==> src/rtl/seg_pkg.sv <==
// Shared definitions for the 7-segment scan decoder.
// Segment patterns are active-low, bit order seg[6]=a .. seg[0]=g, identical to the
// hex-to-7-segment encoder so both sides of the loopback use one table.
package seg_pkg;

  localparam logic [6:0] SEG_0     = 7'b0000001;
  localparam logic [6:0] SEG_1     = 7'b1001111;
  localparam logic [6:0] SEG_2     = 7'b0010010;
  localparam logic [6:0] SEG_3     = 7'b0000110;
  localparam logic [6:0] SEG_4     = 7'b1001100;
  localparam logic [6:0] SEG_5     = 7'b0100100;
  localparam logic [6:0] SEG_6     = 7'b0100000;
  localparam logic [6:0] SEG_7     = 7'b0001111;
  localparam logic [6:0] SEG_8     = 7'b0000000;
  localparam logic [6:0] SEG_9     = 7'b0000100;
  localparam logic [6:0] SEG_A     = 7'b0001000;
  localparam logic [6:0] SEG_B     = 7'b1100000;
  localparam logic [6:0] SEG_C     = 7'b0110001;
  localparam logic [6:0] SEG_D     = 7'b1000010;
  localparam logic [6:0] SEG_E     = 7'b0110000;
  localparam logic [6:0] SEG_F     = 7'b0111000;
  localparam logic [6:0] SEG_BLANK = 7'b1111111;

  // Scan-window qualification states.
  typedef enum logic [1:0] {
    StWait   = 2'd0,
    StSettle = 2'd1,
    StHeld   = 2'd2
  } seg_state_e;

endpackage

==> src/rtl/seg_pattern_decode.sv <==
// Combinational 7-segment pattern decoder.
// Ports:
//   seg   - active-low segment pattern, seg[6]=a .. seg[0]=g
//   value - decoded hex nibble (0 when blank or err)
//   blank - pattern is all segments off
//   err   - pattern is not a hex digit and not blank
module seg_pattern_decode
  import seg_pkg::*;
(
  input  logic [6:0] seg,
  output logic [3:0] value,
  output logic       blank,
  output logic       err
);

  always_comb begin
    value = 4'h0;
    blank = 1'b0;
    err   = 1'b0;
    case (seg)
      SEG_0:     value = 4'h0;
      SEG_1:     value = 4'h1;
      SEG_2:     value = 4'h2;
      SEG_3:     value = 4'h3;
      SEG_4:     value = 4'h4;
      SEG_5:     value = 4'h5;
      SEG_6:     value = 4'h6;
      SEG_7:     value = 4'h7;
      SEG_8:     value = 4'h8;
      SEG_9:     value = 4'h9;
      SEG_A:     value = 4'hA;
      SEG_B:     value = 4'hB;
      SEG_C:     value = 4'hC;
      SEG_D:     value = 4'hD;
      SEG_E:     value = 4'hE;
      SEG_F:     value = 4'hF;
      SEG_BLANK: blank = 1'b1;
      default:   err   = 1'b1;
    endcase
  end

endmodule

==> src/rtl/seg_scan_decoder.sv <==
// Multiplexed 7-segment bus reader: synchronizes seg/an, qualifies each strobe window for
// stability, decodes the pattern and keeps a per-digit register file.
// Ports:
//   clk, rst_n  - clock, asynchronous active-low reset
//   seg, an     - active-low segment lines and digit strobes (asynchronous to clk)
//   val         - decoded nibble per digit, digit i in val[4i+3:4i]
//   vld         - digit captured at least once since reset
//   blank, err  - last capture of the digit was all-off / unrecognized
//   upd         - pulse: a capture changed some val/blank/err
//   frame_done  - pulse: every digit captured since the previous pulse
//   err_cnt     - saturating count of unrecognized captures
// Build option: define SEG_SCAN_ERRCNT_EN to include the error counter; otherwise err_cnt is 0.
module seg_scan_decoder
  import seg_pkg::*;
#(
  parameter int unsigned NDIG       = 4,
  parameter int unsigned STABLE_CYC = 4
) (
  input  logic              clk,
  input  logic              rst_n,
  input  logic [6:0]        seg,
  input  logic [NDIG-1:0]   an,
  output logic [4*NDIG-1:0] val,
  output logic [NDIG-1:0]   vld,
  output logic [NDIG-1:0]   blank,
  output logic [NDIG-1:0]   err,
  output logic              upd,
  output logic              frame_done,
  output logic [7:0]        err_cnt
);

  localparam int unsigned IdxW = (NDIG > 1) ? $clog2(NDIG) : 1;

  // Two-flop synchronizers plus a one-cycle history copy for change detection.
  logic [6:0]      seg_m_q, seg_s_q, seg_p_q;
  logic [NDIG-1:0] an_m_q, an_s_q, an_p_q;

  always_ff @(posedge clk or negedge rst_n) begin
    if (!rst_n) begin
      seg_m_q <= '1;
      seg_s_q <= '1;
      seg_p_q <= '1;
      an_m_q  <= '1;
      an_s_q  <= '1;
      an_p_q  <= '1;
    end else begin
      seg_m_q <= seg;
      seg_s_q <= seg_m_q;
      seg_p_q <= seg_s_q;
      an_m_q  <= an;
      an_s_q  <= an_m_q;
      an_p_q  <= an_s_q;
    end
  end

  logic            changed;
  logic [NDIG-1:0] an_low;
  logic            one_hot;
  logic [IdxW-1:0] idx;

  assign changed = (seg_s_q != seg_p_q) || (an_s_q != an_p_q);
  assign an_low  = ~an_s_q;
  assign one_hot = (an_low != '0) && ((an_low & (an_low - NDIG'(1))) == '0);

  always_comb begin
    idx = '0;
    for (int i = 0; i < NDIG; i++) begin
      if (an_low[i]) idx = IdxW'(i);
    end
  end

  // Stability counter.
  logic [7:0] cnt_q, cnt_d;

  always_comb begin
    if (changed) begin
      cnt_d = 8'd0;
    end else if (cnt_q == 8'(STABLE_CYC)) begin
      cnt_d = cnt_q;
    end else begin
      cnt_d = cnt_q + 8'd1;
    end
  end

  // FSM.
  seg_state_e state_q, state_d;
  logic       cap_d;

  always_comb begin
    state_d = state_q;
    cap_d   = 1'b0;
    case (state_q)
      StWait: begin
        if (one_hot) state_d = StSettle;
      end
      StSettle: begin
        if (!one_hot) begin
          state_d = StWait;
        end else if (!changed && (cnt_q == 8'(STABLE_CYC - 1))) begin
          cap_d   = 1'b1;
          state_d = StHeld;
        end
      end
      StHeld: begin
        if (changed) state_d = one_hot ? StSettle : StWait;
      end
      default: state_d = StWait;
    endcase
  end

  // Decode the synchronized pattern; registered alongside the capture strobe.
  logic [3:0] dec_val;
  logic       dec_blank, dec_err;

  seg_pattern_decode u_decode (
    .seg   (seg_s_q),
    .value (dec_val),
    .blank (dec_blank),
    .err   (dec_err)
  );

  logic            cap_q;
  logic [IdxW-1:0] cap_idx_q;
  logic [3:0]      cap_val_q;
  logic            cap_blank_q, cap_err_q;

  always_ff @(posedge clk or negedge rst_n) begin
    if (!rst_n) begin
      state_q     <= StWait;
      cnt_q       <= 8'd0;
      cap_q       <= 1'b0;
      cap_idx_q   <= '0;
      cap_val_q   <= 4'h0;
      cap_blank_q <= 1'b0;
      cap_err_q   <= 1'b0;
    end else begin
      state_q     <= state_d;
      cnt_q       <= cnt_d;
      cap_q       <= cap_d;
      cap_idx_q   <= idx;
      cap_val_q   <= dec_val;
      cap_blank_q <= dec_blank;
      cap_err_q   <= dec_err;
    end
  end

  // Per-digit register file and frame tracking.
  logic [NDIG-1:0][3:0] val_q, val_d;
  logic [NDIG-1:0]      vld_q, vld_d, blank_q, blank_d, err_q, err_d;
  logic [NDIG-1:0]      mask_q, mask_d, mask_nxt;
  logic                 upd_q, upd_d, frame_q, frame_d;

  always_comb begin
    val_d    = val_q;
    vld_d    = vld_q;
    blank_d  = blank_q;
    err_d    = err_q;
    mask_d   = mask_q;
    mask_nxt = mask_q;
    upd_d    = 1'b0;
    frame_d  = 1'b0;
    if (cap_q) begin
      upd_d = (val_q[cap_idx_q] != cap_val_q) || (blank_q[cap_idx_q] != cap_blank_q) ||
              (err_q[cap_idx_q] != cap_err_q);
      val_d[cap_idx_q]   = cap_val_q;
      blank_d[cap_idx_q] = cap_blank_q;
      err_d[cap_idx_q]   = cap_err_q;
      vld_d[cap_idx_q]   = 1'b1;
      mask_nxt[cap_idx_q] = 1'b1;
      if (&mask_nxt) begin
        frame_d = 1'b1;
        mask_d  = '0;
      end else begin
        mask_d = mask_nxt;
      end
    end
  end

  always_ff @(posedge clk or negedge rst_n) begin
    if (!rst_n) begin
      val_q   <= '0;
      vld_q   <= '0;
      blank_q <= '0;
      err_q   <= '0;
      mask_q  <= '0;
      upd_q   <= 1'b0;
      frame_q <= 1'b0;
    end else begin
      val_q   <= val_d;
      vld_q   <= vld_d;
      blank_q <= blank_d;
      err_q   <= err_d;
      mask_q  <= mask_d;
      upd_q   <= upd_d;
      frame_q <= frame_d;
    end
  end

  assign val        = val_q;
  assign vld        = vld_q;
  assign blank      = blank_q;
  assign err        = err_q;
  assign upd        = upd_q;
  assign frame_done = frame_q;

`ifdef SEG_SCAN_ERRCNT_EN
  logic [7:0] err_cnt_q;

  always_ff @(posedge clk or negedge rst_n) begin
    if (!rst_n) begin
      err_cnt_q <= 8'd0;
    end else if (cap_q && cap_err_q && (err_cnt_q != 8'hFF)) begin
      err_cnt_q <= err_cnt_q + 8'd1;
    end
  end

  assign err_cnt = err_cnt_q;
`else
  assign err_cnt = 8'd0;
`endif

endmodule

==> config.mk <==
export PLATFORM = sky130hd
export DESIGN_NAME = seg_scan_decoder
export DESIGN_NICKNAME = d
export VERILOG_FILES = /design/src/rtl/seg_pkg.sv /design/src/rtl/seg_pattern_decode.sv /design/src/rtl/seg_scan_decoder.sv
export SDC_FILE = /design/constraint.sdc
export NUM_CORES = 1
export LEC_CHECK = 0
export CAP_MARGIN = 20
export CORE_MARGIN = 4
export CORE_UTILIZATION = 55
export CTS_BUF_LIST = sky130_fd_sc_hd__clkbuf_4 sky130_fd_sc_hd__clkbuf_8
export DETAILED_ROUTE_END_ITERATION = 8
export PLACE_DENSITY = 0.8
export SLEW_MARGIN = 20
export SYNTH_ARGS = -nofsm -noshare
export SYNTH_HDL_FRONTEND = slang
export SYNTH_SLANG_ARGS = --single-unit
export TNS_END_PERCENT = 5
==> constraint.sdc <==
create_clock -name clk -period 2.76 [get_ports clk]
set_input_delay 0.828 -clock clk [delete_from_list [all_inputs] [get_ports clk]]
set_output_delay 0.828 -clock clk [all_outputs]
set_load 0.02 [all_outputs]
After elaboration in Yosys (flattened, before gate mapping)
Cells that the tools add are included.
W data, S select, Z words.
Storage, ports and cells
  register bits after elaboration: 86
  bits in latches: 0
  memory bits (writable): 0
  memory bits (read-only): 0
  input port bits: 13
  output and inout bits: 38
  word-level logic and storage cells: 108
  memories kept: 0
Cells by class
  $add $sub $neg: 2
  multipliers: 0
  div/mod/pow operators: 0
  magnitude comparators: 2
  eq/ne operators: 29
  shifts and indexed selects: 0
  mux-type cells: 34
  bitwise operators: 4
  reduce and logical (&&, ||, !) cells: 14
Operators by type and width (number)
  $pmux W4 S15: 1
  $eq A7 B6 Y1 const B: 5
  $eq A7 B7 Y1 const B: 5
  $reduce_or A17 Y1: 1
  $bwmux W16: 1
  $mux W8: 2
  $eq A7 B3 Y1 const B: 2
  $eq A7 B4 Y1 const B: 2
  $mux W1: 13
  $mux W2: 6
  $mux W4: 3
  $add A8 B1 Y8 const B: 1
  $bmux W4 S2: 1
  $bwmux W4: 2
  $demux W4 S2: 1
  $eq A8 B2 Y1 const B: 1
  $eq A8 B3 Y1 const B: 1
  $ne A4 B4 Y1: 2
  $or A4 B4 Y4: 2
  $eq A7 B1 Y1 const B: 1
  $eq A7 B5 Y1 const B: 1
  $logic_not A7 Y1: 1
  $ne A7 B7 Y1: 1
  $ne A2 B2 Y1 const B: 3
  other kinds (20): 26

Depth between registers and ports, before layout
Gate-level depths: netlist (run 1).
  word-level depth: 8
  gate-level depth with buffers: 7
  depth with buffers taken out: 7

Cells and area by module
A second synthesis (run 1) with hierarchy kept.
Second synthesis, totals
  cell total of the unflattened synthesis: 273
  area, all modules: 3737.3 um^2
Modules (own cells, without submodules)
  seg_scan_decoder: instances 1, cells an instance 227, area each 3362.0 um^2, sequential area each 2193.4 um^2
  seg_pattern_decode: instances 1, cells an instance 46, area each 375.4 um^2, sequential area each 0.0 um^2

Worst setup path before layout (run 1)
OpenSTA, ideal clock, no wires.
  path type: register -> register
  from: register cnt_q[3]
  to: register state_q[1]
  library setup time: 0.074 ns
  data arrival time: 1.842 ns
  data required time: 2.686 ns
  slack: 0.844 ns
  cell stages (with the launch flop): 5
  path buffers: 0
  clock period less this slack: 1.916 ns
  cell sequence: dfrtp_1 -> or4_4 -> or4_4 -> or3_1 -> a21oi_2
On the way
  cells in the longest elaborated chain, start to end: 4
RTL lines
  from (decl): RTL line seg_scan_decoder.sv:73  | logic [7:0] cnt_q, cnt_d;
  from (signal assigned): RTL line seg_scan_decoder.sv:138  | cnt_q <= cnt_d;
  $eq A8 B2 Y1: RTL line seg_scan_decoder.sv:99  | end else if (!changed && (cnt_q == 8'(STABLE_CYC - 1))) begin
  $logic_and A1 B1 Y1: RTL line seg_scan_decoder.sv:99
  $ne A3 B3 Y1 (no line)
  $reduce_and A3 Y1 (no line)
  to (signal assigned): RTL line seg_scan_decoder.sv:129  | state_q <= StWait;
  to (signal assigned): RTL line seg_scan_decoder.sv:137  | state_q <= state_d;
  to (decl): RTL line seg_scan_decoder.sv:86  | seg_state_e state_q, state_d;
No other way between the ends.
A chain may end at the register's enable or synchronous reset.

Worst setup path in the final report (run 1)
  from: register blank_q[2] (netlist: blank[2])
  to: output port blank[2]
RTL lines
  from (decl): RTL line seg_scan_decoder.sv:149  | logic [NDIG-1:0] vld_q, vld_d, blank_q, blank_d, err_q, err_d;
  from (signal assigned): RTL line seg_scan_decoder.sv:191  | blank_q <= blank_d;
  to (decl): RTL line seg_scan_decoder.sv:25  | output logic [NDIG-1:0] blank,
No word-level cell between the ends.

==> results.json, run 1 <==
{
  "status": "finished clean",
  "hp-class": "register to register",
  "grt.total_usage_pct": 17.0,
  "synth_xor_area_share_pct": 6.20,
  "dp_hpwl_um": 4450,
  "use_met2_pct": 28.9,
  "cts-root-buf": "clkbuf_8",
  "finalCriticalPeriod_ps": 2190,
  "cp_slowest_cell": "clkdlybuf4s50_1",
  "ys_async_sr_fraction_pct": 100,
  "slew_headroom_pct": 63.3,
  "dp_slack_ps": 761,
  "num_antenna_cells": 0,
  "syn-mean-instance-area_um2": 12.7,
  "synthCells": 289,
  "synth-edff-count": 0,
  "finalWorstSetupSlack_ps": 567,
  "worst-r2r-setup-slack_ps": 750,
  "cp_num_buf_inv": 1,
  "gp_congestion": 0.870,
  "routedWlPerCell_um": 15.3,
  "synthSimpleGateAreaFrac_pct": 11.9,
  "start_util_pct": 57.2,
  "grt_use_met1_pct": 21.3,
  "required_ps": 1930,
  "yosys.cell_count.top_type": "dfrtp_1",
  "final_core_util_pct": 67.4,
  "synth_compound_area_share_pct": 5.83,
  "fin_setup_tns_ps": 0,
  "clock_latency_ps": 340,
  "vias": 2326,
  "synthTopCellsByArea": "dfrtp_1 (36%), dfstp_2 (24%), mux2_2 (7.4%), xor2_1 (4.5%), mux4_2 (3.7%)",
  "finalHoldViolations": 0,
  "p_leak_nw": 1.89,
  "powerDensity_nw_per_um2": 536,
  "cts_resized": 0,
  "rsz0062_at_grt": "false",
  "antenna_found_initial": 0,
  "cts_tree": "yes",
  "drt_wl_total_um": 6370,
  "clk_pin_slew_ps": 80,
  "rows": 29,
  "ys_seq_area_share_pct": 59.7,
  "syn-cell-area_um2": 3670,
  "finClkSkew_ps": 5.44,
  "clk_path_buf_depth": 2,
  "vias_per_cell": 5.60,
  "final_max_slew_viol_count": 0,
  "die_w_um": 89.7,
  "synth_top_family_by_area": "simple AND/OR/NAND/NOR gates",
  "final_nets": 348,
  "worst-setup-path-type": "register to output port",
  "grt_pass1_vias": 2339,
  "synth_seq_cells": 86,
  "critPathMaxFanout": 3,
  "yosys_warnings": 0,
  "fin_total_pwr_w": 0.00232,
  "fillers": 466,
  "synthAdderAreaFrac_pct": 0.682,
  "drive_gt1_share_pct": 26.3,
  "cts_buffers": 9,
  "fin_crit_sh_pct": 79.4,
  "synthMuxAreaShare_pct": 11.6,
  "grt_max_degree": 45,
  "io_buffers": 42,
  "post_cts_buffers": 0,
  "synth_common_cells": "dfrtp_1 (53), dfstp_2 (33), mux2_2 (24)",
  "worstMarginPinSlew_ps": 548,
  "drt_iter0_drc": 81,
  "yosysTopAreaCell": "dfrtp_1",
  "synth_cell_types": 47,
  "startpoint_type": "register",
  "cts_sinks": 86,
  "synth.top_cell.area_share_pct": 36.1,
  "grt_overflow": 0,
  "grt_pass1_wl_um": 11100,
  "max_cap_violations": 0,
  "dieArea_um2": 8050,
  "arrival_ps": 1360,
  "irDropWorstVdd_mv": 0.328,
  "areaGrowthSynthToFinish_pct": 17.9,
  "drt_pass1_iterations": 5,
  "crit_family": "buffers and inverters",
  "cts_hold_buffers": 0,
  "h-tree-depth": 3,
  "detail-route-antenna-nets": 0,
  "cpPeakStageDelay_ps": 630,
  "drc": 0,
  "cp-end-kind": "output port",
  "ys.flop_type": "dfrtp_1",
  "core_region_area_um2": 6420,
  "setup_viol": 0,
  "boundaryPins": 51,
  "die_height_um": 89.7,
  "worstPathCellList": "clkdlybuf4s50_1",
  "clock.fmax_mhz": 456,
  "grt.busiest_layer": "met2",
  "grt_util_met3_pct": 3.84
}
[power breakdown]
group | internal [W] | switching, W
clock network | 0.000448 | 0.000402
logic | 0.0000486 | 0.0000590
registers | 0.00131 | 0.0000492
total | 0.00181 | 0.000510
[sequential cells by signal, summed over array words and instances (netlist names), 7 cells and up]
register	count
val	16
cnt_q	8
seg_s_q	7
seg_p_q	7
seg_m_q	7
[cells in the final DEF, fill, tap and decap left out, types with 8 or more instances in the layout]
cell type	synthesis	final
nor3_1	8	8
conb_1	1	8
dfstp_2	33	33
nand2_1	12	12
mux2_2	24	24
dfrtp_1	53	53
inv_1	11	11
clkdlybuf4s50_1	0	41
xor2_1	19	19
nor2_1	17	17
o21ai_0	8	8
clkbuf_8	0	9
nand3_1	10	10
[metal layers]
metal / vias up / share of wire, %
li1: 1084 / -
met1: 1153 / 45
met2: 79 / 49
met3: 10 / 5.4
met4: 0 / 1.2
met5: - / 0
[kinds of logic after synthesis]
group           count (synthesis)
fa+ha+maj                       2
compound gates                 32
other cells                     1
flops                          86
mux                            32
simple gates                   80
buf+inv                        30
xor+xnor                       26
[path summary, 6_finish.rpt]
check | startpoint | to | cells after the start
hold reg to reg | seg_m_q[5]$_DFF_PN1_ | seg_s_q[5]$_DFF_PN1_ | 0
max in group asynchronous | rst_n | seg_s_q[2]$_DFF_PN1_ | 2
setup / recovery | blank[2]$_DFFE_PN0P_ | blank[2] | 1
hold / removal | seg_m_q[5]$_DFF_PN1_ | seg_s_q[5]$_DFF_PN1_ | 0
min in group asynchronous | rst_n | vld[0]$_DFFE_PN0P_ | 1
setup reg to reg | cnt_q[3]$_DFFE_PN0P_ | state_q[1]$_DFFE_PN0P_ | 4
[per-stage QoR]
stage / area (um2) / std cells / hold WS [ps]
final: 4330 / 415 / 357
after global routing: 4330 / 415 / 361
after CTS: 4330 / 415 / 358
after detailed placement: 4130 / 399 / 347
after global placement: 4130 / 399 / 345
after floorplan: 3700 / 296 / 345
[worst register-to-register path, stage by stage (launching register included)]
cell     delay [ps]
dfrtp_1         430
or4_4           530
or4_4           490
or3_1           350
a21oi_2         120
[area by class of cell]
class / count / area (um2) / share of cell area [%]
multi-input combinational: 180 / 1360 / 31.4
timing repair buffer: 45 / 440 / 10.2
inverter: 11 / 41.3 / 0.954
clock inverter: 4 / 48.8 / 1.13
tap: 77 / 96.3 / 2.23
sequential: 86 / 2190 / 50.7
clock buffer: 12 / 146 / 3.38
No activity file was read; power rests on OpenSTA's default activity.
==> run 2: changes to the inputs <==
--- a/config.mk
+++ b/config.mk
@@ -7,10 +7,10 @@
 export LEC_CHECK = 0
 export CAP_MARGIN = 20
 export CORE_MARGIN = 4
-export CORE_UTILIZATION = 55
+export CORE_UTILIZATION = 51
 export CTS_BUF_LIST = sky130_fd_sc_hd__clkbuf_4 sky130_fd_sc_hd__clkbuf_8
 export DETAILED_ROUTE_END_ITERATION = 8
-export PLACE_DENSITY = 0.8
+export PLACE_DENSITY = 0.78
 export SLEW_MARGIN = 20
 export SYNTH_ARGS = -nofsm -noshare
 export SYNTH_HDL_FRONTEND = slang
==> constraint.sdc (replaced) <==
create_clock -name clk -period 2 [get_ports clk]
set_input_delay 0.6 -clock clk [delete_from_list [all_inputs] [get_ports clk]]
set_output_delay 0.6 -clock clk [all_outputs]
set_load 0.02 [all_outputs]
==> run 2 against run 1 <==
Net effect:
- power grew 44%
- non-clock buffer count grew 11
- die area grew 7.1%
- count of clock-buffer cells in the layout shrank 3
- hold slack lost 200 ps
- sequential power grew 37%
- combinational power grew 61%
- via count grew 1.5%
- final cell count grew 7.2%
- clock skew grew 4.8 ps
- sequential share of layout area shrank 2.1 points
==> results.json, run 2 (synthesis gave the netlist of run 1 again) <==
{
  "h-tree-depth": 3,
  "worst-setup-path-type": "register to register",
  "dp_hpwl_um": 4840,
  "grt.total_usage_pct": 17.2,
  "drive_gt1_share_pct": 29.8,
  "final_max_slew_viol_count": 0,
  "critPathMaxFanout": 3,
  "setup_viol": 0,
  "die_w_um": 92.8,
  "finalCriticalPeriod_ps": 1950,
  "start_util_pct": 53.2,
  "powerDensity_nw_per_um2": 740,
  "status": "finished clean",
  "vias_per_cell": 5.31,
  "finClkSkew_ps": 10.2,
  "final_common_cell": "dfrtp_1",
  "drt_iter0_drc": 110,
  "routedWlPerCell_um": 15.3,
  "max_cap_violations": 0,
  "dieArea_um2": 8620,
  "cts_buffers": 9,
  "grt_max_degree": 33,
  "finalHoldViolations": 0,
  "whs_ps": 159,
  "largest_register_ffs": 16,
  "clock.fmax_mhz": 513,
  "cts-root-buf": "clkbuf_8",
  "rows": 30,
  "cts_tree": "yes",
  "startpoint_type": "register",
  "slew_headroom_pct": 66.1,
  "grt_overflow": 0,
  "final_cells": 445,
  "fin_total_pwr_w": 0.00334,
  "dpl-instance-area_um2": 4260,
  "worstMarginPinSlew_ps": 509,
  "final_core_util_pct": 65.5,
  "drt_pass1_iterations": 4,
  "core_region_area_um2": 6910,
  "required_ps": 2280,
  "cp-end-kind": "register",
  "clk_pin_slew_ps": 90,
  "grt_pass1_wl_um": 11600,
  "final_cell_mix": "dfrtp_1 (52), clkdlybuf4s50_1 (34), dfstp_2 (33)",
  "cts_sinks": 86,
  "hp-class": "input pin to async pin",
  "gp_congestion": 0.791,
  "grt_pass1_vias": 2425,
  "drt_wl_total_um": 6790,
  "clock_latency_ps": 340,
  "final_nets": 359,
  "fin_crit_sh_pct": 97.5,
  "drc": 0,
  "areaGrowthSynthToFinish_pct": 23.1,
  "vias": 2361,
  "final_area_um2": 4520,
  "irDropWorstVdd_mv": 0.563,
  "die_height_um": 92.8,
  "clk_path_buf_depth": 2,
  "detail-route-antenna-nets": 0,
  "p_leak_nw": 2.09,
  "boundaryPins": 51,
  "arrival_ps": 2230,
  "num_antenna_cells": 0,
  "antenna_found_initial": 0,
  "io_buffers": 42,
  "cts_hold_buffers": 0,
  "placed_cells": 429
}
-- run 2: metrics by stage --
step | worst slack (ps) | TNS [ps]
after floorplan | 83.8 | 0
after CTS | 21.0 | 0
after global placement | 69.8 | 0
after detailed placement | 25.7 | 0
after global routing | -20.2 | -43.2
final | 49.1 | 0
-- run 2: report_power, final --
| part | switching [W] | internal, W | leakage, nW |
|---|---|---|---|
| clock network | 0.000592 | 0.000707 | 0.106 |
| logic | 0.0000950 | 0.0000786 | 0.909 |
| registers | 0.0000604 | 0.00181 | 1.07 |
| total | 0.000747 | 0.00260 | 2.09 |
-- run 2: routing by layer --
layer | vias to the layer above | GRT usage [%] | wire length, um
met5 | - | 0 | 0
li1 | 1106 | - | -
met4 | 0 | 7.57 | 46
met2 | 67 | 28.4 | 3510
met3 | 5 | 3.49 | 334
met1 | 1183 | 21.8 | 2900
-- run 2: cell type report --
| class | instances | area (um2) |
|---|---|---|
| Clock buffer | 9 | 124 |
| Fill cell | 552 | 2390 |
| Multi-Input combinational cell | 180 | 1380 |
| Sequential cell | 86 | 2190 |
| Tap cell | 96 | 120 |
| Clock inverter | 7 | 97.6 |
| Timing Repair Buffer | 56 | 566 |
| Inverter | 11 | 41.3 |
-- run 2: worst paths after layout --
kind,startpoint,to,slack (ps),cells past startpoint
min in group clk,seg_m_q[5]$_DFF_PN1_,seg_s_q[5]$_DFF_PN1_,360,0
worst max register to register,cnt_q[5]$_DFFE_PN0P_,state_q[1]$_DFFE_PN0P_,50,4
worst min register to register,seg_m_q[5]$_DFF_PN1_,seg_s_q[5]$_DFF_PN1_,360,0
worst max-delay path,cnt_q[5]$_DFFE_PN0P_,state_q[1]$_DFFE_PN0P_,50,4
max in group asynchronous,rst_n,seg_p_q[0]$_DFF_PN1_,1270,2
worst min-delay path,rst_n,blank[1]$_DFFE_PN0P_,160,1
-- run 2: worst max-delay path: stages, from the launching register on --
cell and delay [ps]:
dfrtp_1 410, or4_4 540, or4_4 490, or3_4 340, a21oi_2 110
-- run 2: timing repair --
action / in CTS / in global routing
gates resized for setup: 1 / 12
endpoints found under the setup margin: 3 / 18
endpoints found under the hold margin: 0 / 0
setup buffers: 0 / 0
pin swaps: 0 / 1
